## config.mk

```make
export PLATFORM = sky130hd
export DESIGN_NAME = mem_ctrl
export DESIGN_NICKNAME = d
export VERILOG_FILES = /design/src/rtl/mem_ctrl.sv
export SDC_FILE = /design/constraint.sdc
export NUM_CORES = 1
export LEC_CHECK = 0
export ABC_AREA = 1
export CORE_UTILIZATION = 35
export CTS_CLUSTER_DIAMETER = 150
export DETAILED_ROUTE_END_ITERATION = 6
export GPL_TIMING_DRIVEN = 0
export HOLD_SLACK_MARGIN = 0.03
export PLACE_DENSITY = 0.66
export SYNTH_ARGS = -nofsm -noshare
export SYNTH_HDL_FRONTEND = slang
export SYNTH_SLANG_ARGS = --single-unit
```

## constraint.sdc

```tcl
create_clock -name clk -period 1.3 [get_ports clk]
set_input_delay 0.325 -clock clk [delete_from_list [all_inputs] [get_ports clk]]
set_output_delay 0.325 -clock clk [all_outputs]
set_load 0.02 [all_outputs]
```

## src/rtl/mem_ctrl.sv

```systemverilog
// Purpose : single-port memory controller; single-word writes and 1..16-word read bursts.
// Latency : write commits 1 edge after accept (wdone next cycle); first read word 2 cycles after accept.
// Backpr. : no queuing; req is only honoured while ready=1, otherwise dropped.
//
// Ports:
//   clk, rst_n                 clock, asynchronous active-low reset
//   req, we, addr, wdata, len  CPU request (we=1 write, we=0 burst read of len+1 words)
//   ready                      high while idle and able to accept a request
//   rvalid, rdata              read word strobe and data (rdata straight from memory port)
//   wdone                      one-cycle pulse after a write has been committed
//   mem_address, mem_data_in,
//   mem_write, mem_data_out    synchronous memory interface (one-edge read latency)
module mem_ctrl #(
    parameter int ADDRESS_WIDTH = 8,
    parameter int DATA_WIDTH    = 8
) (
    input  logic                     clk,
    input  logic                     rst_n,
    input  logic                     req,
    input  logic                     we,
    input  logic [ADDRESS_WIDTH-1:0] addr,
    input  logic [DATA_WIDTH-1:0]    wdata,
    input  logic [3:0]               len,
    output logic                     ready,
    output logic                     rvalid,
    output logic [DATA_WIDTH-1:0]    rdata,
    output logic                     wdone,
    output logic [ADDRESS_WIDTH-1:0] mem_address,
    output logic [DATA_WIDTH-1:0]    mem_data_in,
    output logic                     mem_write,
    input  logic [DATA_WIDTH-1:0]    mem_data_out
);

    typedef enum logic [1:0] {
        IDLE  = 2'd0,
        WRITE = 2'd1,
        READ  = 2'd2
    } state_t;

    localparam logic [ADDRESS_WIDTH-1:0] ADDR_ONE = ADDRESS_WIDTH'(1);

    state_t     state;
    logic [3:0] cnt;

    assign ready = (state == IDLE);

    // The memory registers its read port, so the word addressed on a READ
    // edge appears on mem_data_out exactly when rvalid (set on that edge) is high.
    assign rdata = mem_data_out;

    always_ff @(posedge clk or negedge rst_n) begin
        if (!rst_n) begin
            state       <= IDLE;
            cnt         <= 4'd0;
            rvalid      <= 1'b0;
            wdone       <= 1'b0;
            mem_write   <= 1'b0;
            mem_address <= '0;
            mem_data_in <= '0;
        end else begin
            // Strobes default low; each state re-asserts what it needs.
            rvalid    <= 1'b0;
            wdone     <= 1'b0;
            mem_write <= 1'b0;
            case (state)
                IDLE: begin
                    if (req) begin
                        mem_address <= addr;
                        if (we) begin
                            mem_data_in <= wdata;
                            mem_write   <= 1'b1;
                            state       <= WRITE;
                        end else begin
                            cnt   <= len;
                            state <= READ;
                        end
                    end
                end
                WRITE: begin
                    // Memory commits on this edge; mem_write drops via the default.
                    wdone <= 1'b1;
                    state <= IDLE;
                end
                READ: begin
                    // This edge issues the current address to the memory.
                    rvalid <= 1'b1;
                    if (cnt != 4'd0) begin
                        mem_address <= mem_address + ADDR_ONE;
                        cnt         <= cnt - 4'd1;
                    end else begin
                        // Back to IDLE: ready rises in the same cycle as the last rvalid.
                        state <= IDLE;
                    end
                end
                default: state <= IDLE;
            endcase
        end
    end

endmodule

```

**After elaboration in Yosys (flattened, before gate mapping)**

Cells that the tools add are included.
Widths: inputs -> output; s select.

- Bits in registers: 25
- Input bits: 32

- $add $sub $neg: 2
- Equal/unequal tests: 6
- Muxes and demuxes: 16
- Reductions and logical operators: 7

Operators by type and width:

| operator | number |
|---|---|
| $mux 8 | 2 |
| $pmux 8 s2 | 1 |
| $mux 4 | 3 |
| $add 8x1->8 const B | 1 |
| $ne 2x2->1 const B | 4 |
| $pmux 4 s2 | 1 |
| $mux 2 | 3 |
| $reduce_and 3->1 | 2 |
| $mux 1 | 5 |
| $pmux 2 s2 | 1 |
| $reduce_and 4->1 | 1 |
| $reduce_bool 4->1 | 1 |
| $sub 4x1->4 const B | 1 |
| $eq 2x1->1 const B | 1 |
| $eq 2x2->1 const B | 1 |
| $logic_not 2->1 | 1 |
| $reduce_and 2->1 | 1 |
| $reduce_bool 2->1 | 1 |

**Logic depth before layout (Yosys ltp)**

Gate-level depths: netlist of the first run.

- Word-level depth: 3
- Mapped depth: 8
- Depth with buffers taken out: 8

**Worst setup path before layout of the first run**

OpenSTA, ideal clock, no wires.

- Kind: register -> register
- From: register mem_address[0]
- To: register mem_address[2]
- Library setup time: 0.118 ns
- Arrival: 1.205 ns
- Data required time: 1.182 ns
- Path slack: -0.023 ns
- Cell stages (with the launch flop): 7
- Path buffers: 0
- Clock period less this slack: 1.323 ns
- Path through: dfrtp_1 ha_1 or2_2 nand3_1 nand2_1 nand2_1 nand2_1

- Longest elaborated chain between the ends: 3

RTL lines:

| item | line | source |
|---|---|---|
| start, declared | 28 | `output logic [ADDRESS_WIDTH-1:0] mem_address,` |
| start signal, assigned | 68 | `mem_address <= addr;` |
| start signal, assigned | 88 | `mem_address <= mem_address + ADDR_ONE;` |
| $add 8x1->8 | 88 |  |
| $mux 8 | 87 | `if (cnt != 4'd0) begin` |
| $pmux 8 s2 | 65 | `case (state)` |

Every way passes these cells. The select of a mux whose other input is x is not followed.
A chain may end at the register's enable or synchronous reset.

**Final worst setup path of the first run**

- From: register state[0]
- To: output ready

- Longest elaborated chain between the ends: 1

RTL lines:

| item | line | source |
|---|---|---|
| start, declared | 42 | `state_t state;` |
| start signal, assigned | 53 | `state <= IDLE;` |
| start signal, assigned | 72 | `state <= WRITE;` |
| start signal, assigned | 75 | `state <= READ;` |
| $logic_not 2->1 | 45 | `assign ready = (state == IDLE);` |
| end, declared | 24 | `output logic ready,` |

Every way passes these cells.

==> results of run 1 <==
[per-stage QoR]
stage / utilization (%) / power (mW) / TNS [ns]
floorplan: - / 3.01 / 0
global placement: 52.5 / 3.95 / -16.30
detailed placement: 52.5 / 3.98 / -16.72
CTS: 53.6 / 4.37 / -0.0278
global route: 55.0 / 4.92 / -0.198
finish: 55.0 / 4.53 / -0.00638
[state kept, by name (all words and copies together), names as in the netlist]
name / cells
mem_address: 8
mem_data_in: 8
cnt: 4
state: 2
mem_write: 1
rvalid: 1
wdone: 1
[per-layer routing]
metal / wire length [µm] / global-route usage, %
met1: 1370 / 18.2
met2: 1580 / 28.1
met3: 230 / 5.56
met4: 11 / 1.63
met5: 0 / 0
[power breakdown]
group / leakage, nW / internal, mW / total, mW / switching, mW
sequential: 0.305 / 1.15 / 1.45 / 0.292
combinational: 0.666 / 1.08 / 2.61 / 1.54
clock: 0.0255 / 0.215 / 0.468 / 0.253
total: 0.996 / 2.45 / 4.53 / 2.08
[worst max-delay path: cells and delay by family, from the launching register on]
family | cells | cell delay [ns]
DFF | 1 | 0.42
buffers and inverters | 1 | 0.13
and+or+nand+nor | 1 | 0.16
[layout make-up]
| class | instances | share of cell area, % |
|---|---|---|
| Multi-Input combinational cell | 126 | 33.0 |
| Sequential cell | 25 | 30.7 |
| Timing Repair Buffer | 58 | 23.8 |
| Buffer | 10 | 4.01 |
| Inverter | 15 | 3.28 |
| Tap cell | 48 | 2.92 |
| Clock buffer | 3 | 2.00 |
| Clock inverter | 1 | 0.243 |
[cell families after synthesis]
kind of cell / after synthesis / share of synthesized area, %
AOI/OAI and AO/OA: 23 / 9.52
adders and majority gates: 3 / 2.69
buffers and inverters: 25 / 10.1
DFF: 25 / 44.9
and+or+nand+nor: 99 / 32.8
[worst max-delay path by stage]
stage	startpoint	end	slack, ns	cells past startpoint
global route	state[0]$_DFFE_PN0P_	ready	-0.05	2
global placement	rst_n	mem_address[0]$_DFFE_PN0P_	-0.54	1
floorplan	mem_address[0]$_DFFE_PN0P_	mem_address[2]$_DFFE_PN0P_	0.01	6
finish	state[0]$_DFFE_PN0P_	ready	-0.006	2
CTS	state[1]$_DFFE_PN0P_	ready	-0.03	2
detailed placement	rst_n	mem_address[0]$_DFFE_PN0P_	-0.55	1
[cells in the final DEF (no fill, tap or decap), types with 2 or more instances in the layout]
cell              n
nand2_1          60
clkdlybuf4s50_1  22
dfrtp_1          19
buf_4            16
nand3_1          14
o21ai_0          12
dlygate4sd2_1    10
nor2_1            9
inv_1             9
clkbuf_2          8
o21ai_1           6
dfrtp_2           6
or2_2             5
buf_2             5
inv_2             3
nand2_4           3
clkbuf_8          3
clkdlybuf4s15_2   3
nor2_4            2
clkinv_2          2
nand3_2           2
nor2_2            2
a21oi_1           2
ha_4              2
clkdlybuf4s15_1   2
[what timing repair did]
| action | 4_1_cts | 5_1_grt |
|---|---|---|
| endpoints found under the setup margin | 72 | 57 |
| gates resized for setup | 69 | 29 |
| gates cloned | 0 | 1 |
| pin swaps | 1 | 6 |
| hold endpoints to repair | 0 | 0 |
| setup buffers | 2 | 5 |
==> impl_metrics.env, run 1 <==
export IMPL_finalHoldViolCount=0
export IMPL_rr_worst_depth=6
export IMPL_yosys_top_cells_count="60 x nand2_1, 25 x dfrtp_1, 18 x o21ai_0"
export IMPL_yosysSeqAreaShare_pct=44.9
export IMPL_finalInstanceArea_um2=2060
export IMPL_synthToLayoutAreaGrowth_pct=47.8
export IMPL_dr_pass1_iters=4
export IMPL_cts_tree="yes"
export IMPL_synth_ff_type="dfrtp_1"
export IMPL_cts_buffers=3
export IMPL_insertedDiodeCount=0
export IMPL_fin_hold_ws_ns=0.0555
export IMPL_wl_mm=3.20
export IMPL_violations="setup timing"
export IMPL_worst_endpoint_required_ns=0.98
export IMPL_ctsRootBufferMaster="clkbuf_8"
export IMPL_synth_seq_cells=25
export IMPL_synth_edf_count=0
export IMPL_num_io_pins=60
export IMPL_tightest_slew_ns=0.643
export IMPL_timing_rr_end="cnt[3]$_DFFE_PN0P_"
export IMPL_place_inst=274
export IMPL_wire_per_inst_um=11.2
export IMPL_rsz0062_at_grt="yes"
export IMPL_hp_class="input pin to async pin"
export IMPL_min_period_ns=1.31
export IMPL_regArea_um2=633
export IMPL_worstSkewPairLatency_ns=0.27
export IMPL_clock_sinks=25
export IMPL_yosys_area_top_type="dfrtp_1"
export IMPL_syn_area_per_cell_um2=7.96
export IMPL_crit_slowest_cell="dfrtp_1"
export IMPL_power_per_cell_area_nw_per_um2=2200
export IMPL_status="complete, but fails checks"
export IMPL_grtUsageTotal_pct=15.6
export IMPL_peakVddDrop_mv=1.06
export IMPL_grt_pass1_vias=1189
export IMPL_path_clk_slew_ns=0.09
export IMPL_syn_area_um2=1390
export IMPL_htreeDepth=1
export IMPL_path_max_fanout=2
export IMPL_synthTopCellsByArea="dfrtp_1 45%, nand2_1 16%, o21ai_0 6.5%, nand3_1 5.7%, buf_4 4.3%"
export IMPL_p_leak_nw=0.996
export IMPL_die_area_um2=4240
export IMPL_cts_hold_buffers=0
export IMPL_via_per_inst=4.56
export IMPL_fin_cells=286
export IMPL_rr_startpoint="state[1]$_DFFE_PN0P_"
export IMPL_fp_dieH_um=65.1
export IMPL_post_place_ws_ns=-0.549
export IMPL_die_x_um=65.1
export IMPL_slew_headroom_pct=57.2
export IMPL_max_freq_ghz=0.765
export IMPL_initial_utilization_pct=37.2
export IMPL_place_gp_congestion=0.766
export IMPL_nets=274
export IMPL_path_cells="nor2_4, buf_6"
export IMPL_period_share_pct=100
export IMPL_io_buffers=51
export IMPL_synth_top_area_share_pct=44.9
export IMPL_multi_input_area_um2=679
export IMPL_ctsLongestPathBuffers=2
export IMPL_async_reset_ff_share_pct=100
export IMPL_end_kind="output port"
export IMPL_fin_ws_ns=-0.00638
export IMPL_cpPeakStageDelay_ns=0.42
export IMPL_post_synth_num_cell_types=23
export IMPL_worst_r2r_setup_slack_ns=0.02
export IMPL_fill_cells=384
export IMPL_grt_max_degree=26
export IMPL_syn_inst=175
export IMPL_crit_arrival_ns=0.98
export IMPL_yosysWarnings=0
export IMPL_worstSetupStartpointType="register"
export IMPL_rows=22
export IMPL_overflow=0
export IMPL_grt_pass1_wl_mm=5.11
export IMPL_antenna_found_initial=0
export IMPL_drc=0
export IMPL_synth_most_common_cell="nand2_1"
export IMPL_num_vias=1304
export IMPL_drive_gt1_share_pct=29.4
export IMPL_ant_nets=0
export IMPL_drt_iter0_drc=81
export IMPL_maxCapViolCount=0
export IMPL_syn_nets=210
export IMPL_placed_cell_area_um2=1970
export IMPL_coreArea_um2=3740
export IMPL_setup_violations_final=1
export IMPL_final_max_slew_viol_count=0
export IMPL_dp_final_hpwl_mm=2.24
export IMPL_worstSetupPathType="register to output port"
export IMPL_fin_skew_ns=0.00454
No activity file was read; power rests on OpenSTA's default activity.
==> inputs of run 2 (changes only) <==
--- a/config.mk
+++ b/config.mk
@@ -9,7 +9,6 @@
 export CORE_UTILIZATION = 35
 export CTS_CLUSTER_DIAMETER = 150
 export DETAILED_ROUTE_END_ITERATION = 6
-export GPL_TIMING_DRIVEN = 0
 export HOLD_SLACK_MARGIN = 0.03
 export PLACE_DENSITY = 0.66
 export SYNTH_ARGS = -nofsm -noshare
==> run 2 against run 1 <==
  * The flow still finishes with violations (setup timing)
  * Utilization grew 3.5 points
  * Final cell count grew 1.0%
  * Die area is the same
  * Combinational power grew 25%
  * Sequential power shrank 6%
  * Sequential cell count is the same
  * Global-route usage grew 1.2 points
  * Register-to-register slack gained 0.02 ns
  * Largest power group unchanged
==> impl_metrics.env, run 2 (same netlist as run 1, synthesis figures left out) <==
export IMPL_dr_pass1_iters=5
export IMPL_ctsLongestPathBuffers=2
export IMPL_fp_dieH_um=65.1
export IMPL_num_vias=1371
export IMPL_fin_cells=289
export IMPL_status="complete, but fails checks"
export IMPL_worstSetupStartpointType="register"
export IMPL_p_comb_share_pct=63.9
export IMPL_path_cells="nor2_4, buf_4"
export IMPL_coreArea_um2=3740
export IMPL_path_max_fanout=2
export IMPL_grt_max_degree=26
export IMPL_io_buffers=43
export IMPL_wl_mm=3.49
export IMPL_fin_ws_ns=-0.00269
export IMPL_place_inst=278
export IMPL_end_kind="output port"
export IMPL_path_clk_slew_ns=0.09
export IMPL_finalHoldViolCount=0
export IMPL_crit_slowest_cell="dfrtp_1"
export IMPL_final_common_cell="nand2_1"
export IMPL_placed_cell_area_um2=2000
export IMPL_initial_utilization_pct=37.2
export IMPL_cpPeakStageDelay_ns=0.42
export IMPL_worstSkewPairLatency_ns=0.28
export IMPL_multi_input_area_um2=756
export IMPL_worstSetupPathType="register to output port"
export IMPL_reg_top3="mem_address (8), mem_data_in (8), cnt (4)"
export IMPL_power_switching_mw=2.32
export IMPL_max_freq_ghz=0.768
export IMPL_regArea_um2=628
export IMPL_grt_pass1_wl_mm=5.62
export IMPL_crit_arrival_ns=0.98
export IMPL_slew_headroom_pct=79.3
export IMPL_drc=0
export IMPL_grt_pass1_vias=1298
export IMPL_insertedDiodeCount=0
export IMPL_rsz0062_at_grt="yes"
export IMPL_ant_nets=0
export IMPL_place_gp_congestion=0.832
export IMPL_dp_final_hpwl_mm=2.36
export IMPL_die_x_um=65.1
export IMPL_tightest_slew_ns=0.311
export IMPL_min_period_ns=1.30
export IMPL_p_int_mw=2.80
export IMPL_hp_class="input pin to async pin"
export IMPL_fill_cells=356
export IMPL_setup_violations_final=1
export IMPL_grtUsageTotal_pct=16.8
export IMPL_nets=277
export IMPL_htreeDepth=1
export IMPL_fin_hold_ws_ns=0.386
export IMPL_sw_frac_of_total_pct=45.3
export IMPL_post_place_ws_ns=-0.259
export IMPL_violations="setup timing"
export IMPL_worst_endpoint_required_ns=0.98
export IMPL_period_share_pct=100
export IMPL_via_per_inst=4.74
export IMPL_crit_buf_inv=1
export IMPL_cts_buffers=3
export IMPL_peakVddDrop_mv=1.55
export IMPL_num_io_pins=60
export IMPL_final_cell_mix="59 x nand2_1, 23 x dfrtp_1, 21 x clkdlybuf4s50_1, 19 x buf_4, 13 x nand3_1"
export IMPL_wire_per_inst_um=12.1
export IMPL_p_seq_share_pct=26.6
export IMPL_overflow=0
export IMPL_drive_gt1_share_pct=33.6
export IMPL_finalInstanceArea_um2=2190
export IMPL_clkPwrFrac_pct=9.4
export IMPL_p_leak_nw=1.04
export IMPL_antenna_found_initial=0
export IMPL_final_max_slew_viol_count=0
export IMPL_synthToLayoutAreaGrowth_pct=57.1
export IMPL_die_area_um2=4240
export IMPL_clock_sinks=25
export IMPL_drt_iter0_drc=55
export IMPL_cp_top_family="flip-flops"
export IMPL_ctsRootBufferMaster="clkbuf_8"
export IMPL_cts_tree="yes"
export IMPL_power_per_cell_area_nw_per_um2=2340
export IMPL_rows=22
export IMPL_maxCapViolCount=0
export IMPL_fin_skew_ns=0.00457
## run 2: path summary, 6_finish.rpt
| check | from | end | slack (ns) | cells after the start |
|---|---|---|---|---|
| worst max-delay path | state[1]$_DFFE_PN0P_ | ready | -0.003 | 2 |
| min in group clk | mem_data_in[0]$_DFFE_PN0P_ | mem_data_in[0]$_DFFE_PN0P_ | 0.48 | 2 |
| worst max register to register | state[1]$_DFFE_PN0P_ | cnt[3]$_DFFE_PN0P_ | 0.04 | 7 |
| worst min-delay path | rst_n | mem_address[0]$_DFFE_PN0P_ | 0.39 | 2 |
| worst min register to register | mem_data_in[0]$_DFFE_PN0P_ | mem_data_in[0]$_DFFE_PN0P_ | 0.48 | 2 |
| max in group asynchronous | rst_n | mem_address[1]$_DFFE_PN0P_ | 0.76 | 2 |
## run 2: metrics by stage
step                utilization (%)  setup TNS [ns]  power [mW]
CTS                            55.1         -0.0132        4.75
floorplan                         -               0        3.01
global placement               53.3           -3.34        4.29
detailed placement             53.3           -3.66        4.33
finish                         58.5        -0.00269        5.12
global route                   58.5          -0.139        5.57
## run 2: cell type report
class                           count  share of cell area (%)
Clock buffer                        3                    1.89
Clock inverter                      1                   0.229
Inverter                           15                    3.66
Multi-Input combinational cell    128                    34.5
Sequential cell                    25                    28.7
Tap cell                           48                    2.74
Timing Repair Buffer               68                    28.1
Timing Repair inverter              1                   0.229
## run 2: power groups by stage
stage	Sequential (mW)	Clock, mW	Combinational (mW)
2_1_floorplan	1.76	0	1.25
3_3_place_gp	1.36	0	2.93
3_5_place_dp	1.36	0	2.97
4_1_cts	1.35	0.495	2.90
5_1_grt	1.41	0.526	3.63
6_report	1.36	0.484	3.27
## run 2: worst reg2reg max path: cells and delay by family, from the launching register on
| family | cells | cell delay (ns) |
|---|---|---|
| compound gates | 1 | 0.24 |
| buf+inv | 2 | 0.20 |
| flops | 1 | 0.42 |
| simple gates | 4 | 0.31 |
## run 2: timing repair
| action | 4_1_cts | 5_1_grt |
|---|---|---|
| cloned | 0 | 5 |
| buffers inserted | 0 | 2 |
| resized for setup | 47 | 58 |
| endpoints found under the setup margin | 25 | 36 |
| hold buffers | 0 | 0 |
| pin swaps | 1 | 11 |
## run 2: layer usage
| metal | vias to the layer above | wire length [µm] | track usage [%] |
|---|---|---|---|
| met5 | - | 0 | 0 |
| met4 | 0 | 40 | 2.45 |
| met3 | 6 | 173 | 3.30 |
| met2 | 42 | 1790 | 29.2 |
| met1 | 632 | 1490 | 22.1 |
| li1 | 691 | - | - |
==> inputs of run 3 (changes only) <==
--- a/config.mk
+++ b/config.mk
@@ -11,6 +11,7 @@
 export DETAILED_ROUTE_END_ITERATION = 6
 export HOLD_SLACK_MARGIN = 0.03
 export PLACE_DENSITY = 0.66
+export SLEW_MARGIN = 25
 export SYNTH_ARGS = -nofsm -noshare
 export SYNTH_HDL_FRONTEND = slang
 export SYNTH_SLANG_ARGS = --single-unit
==> results of run 3 <==
The final DEF is identical to that of run 2; final timing and power are the same.
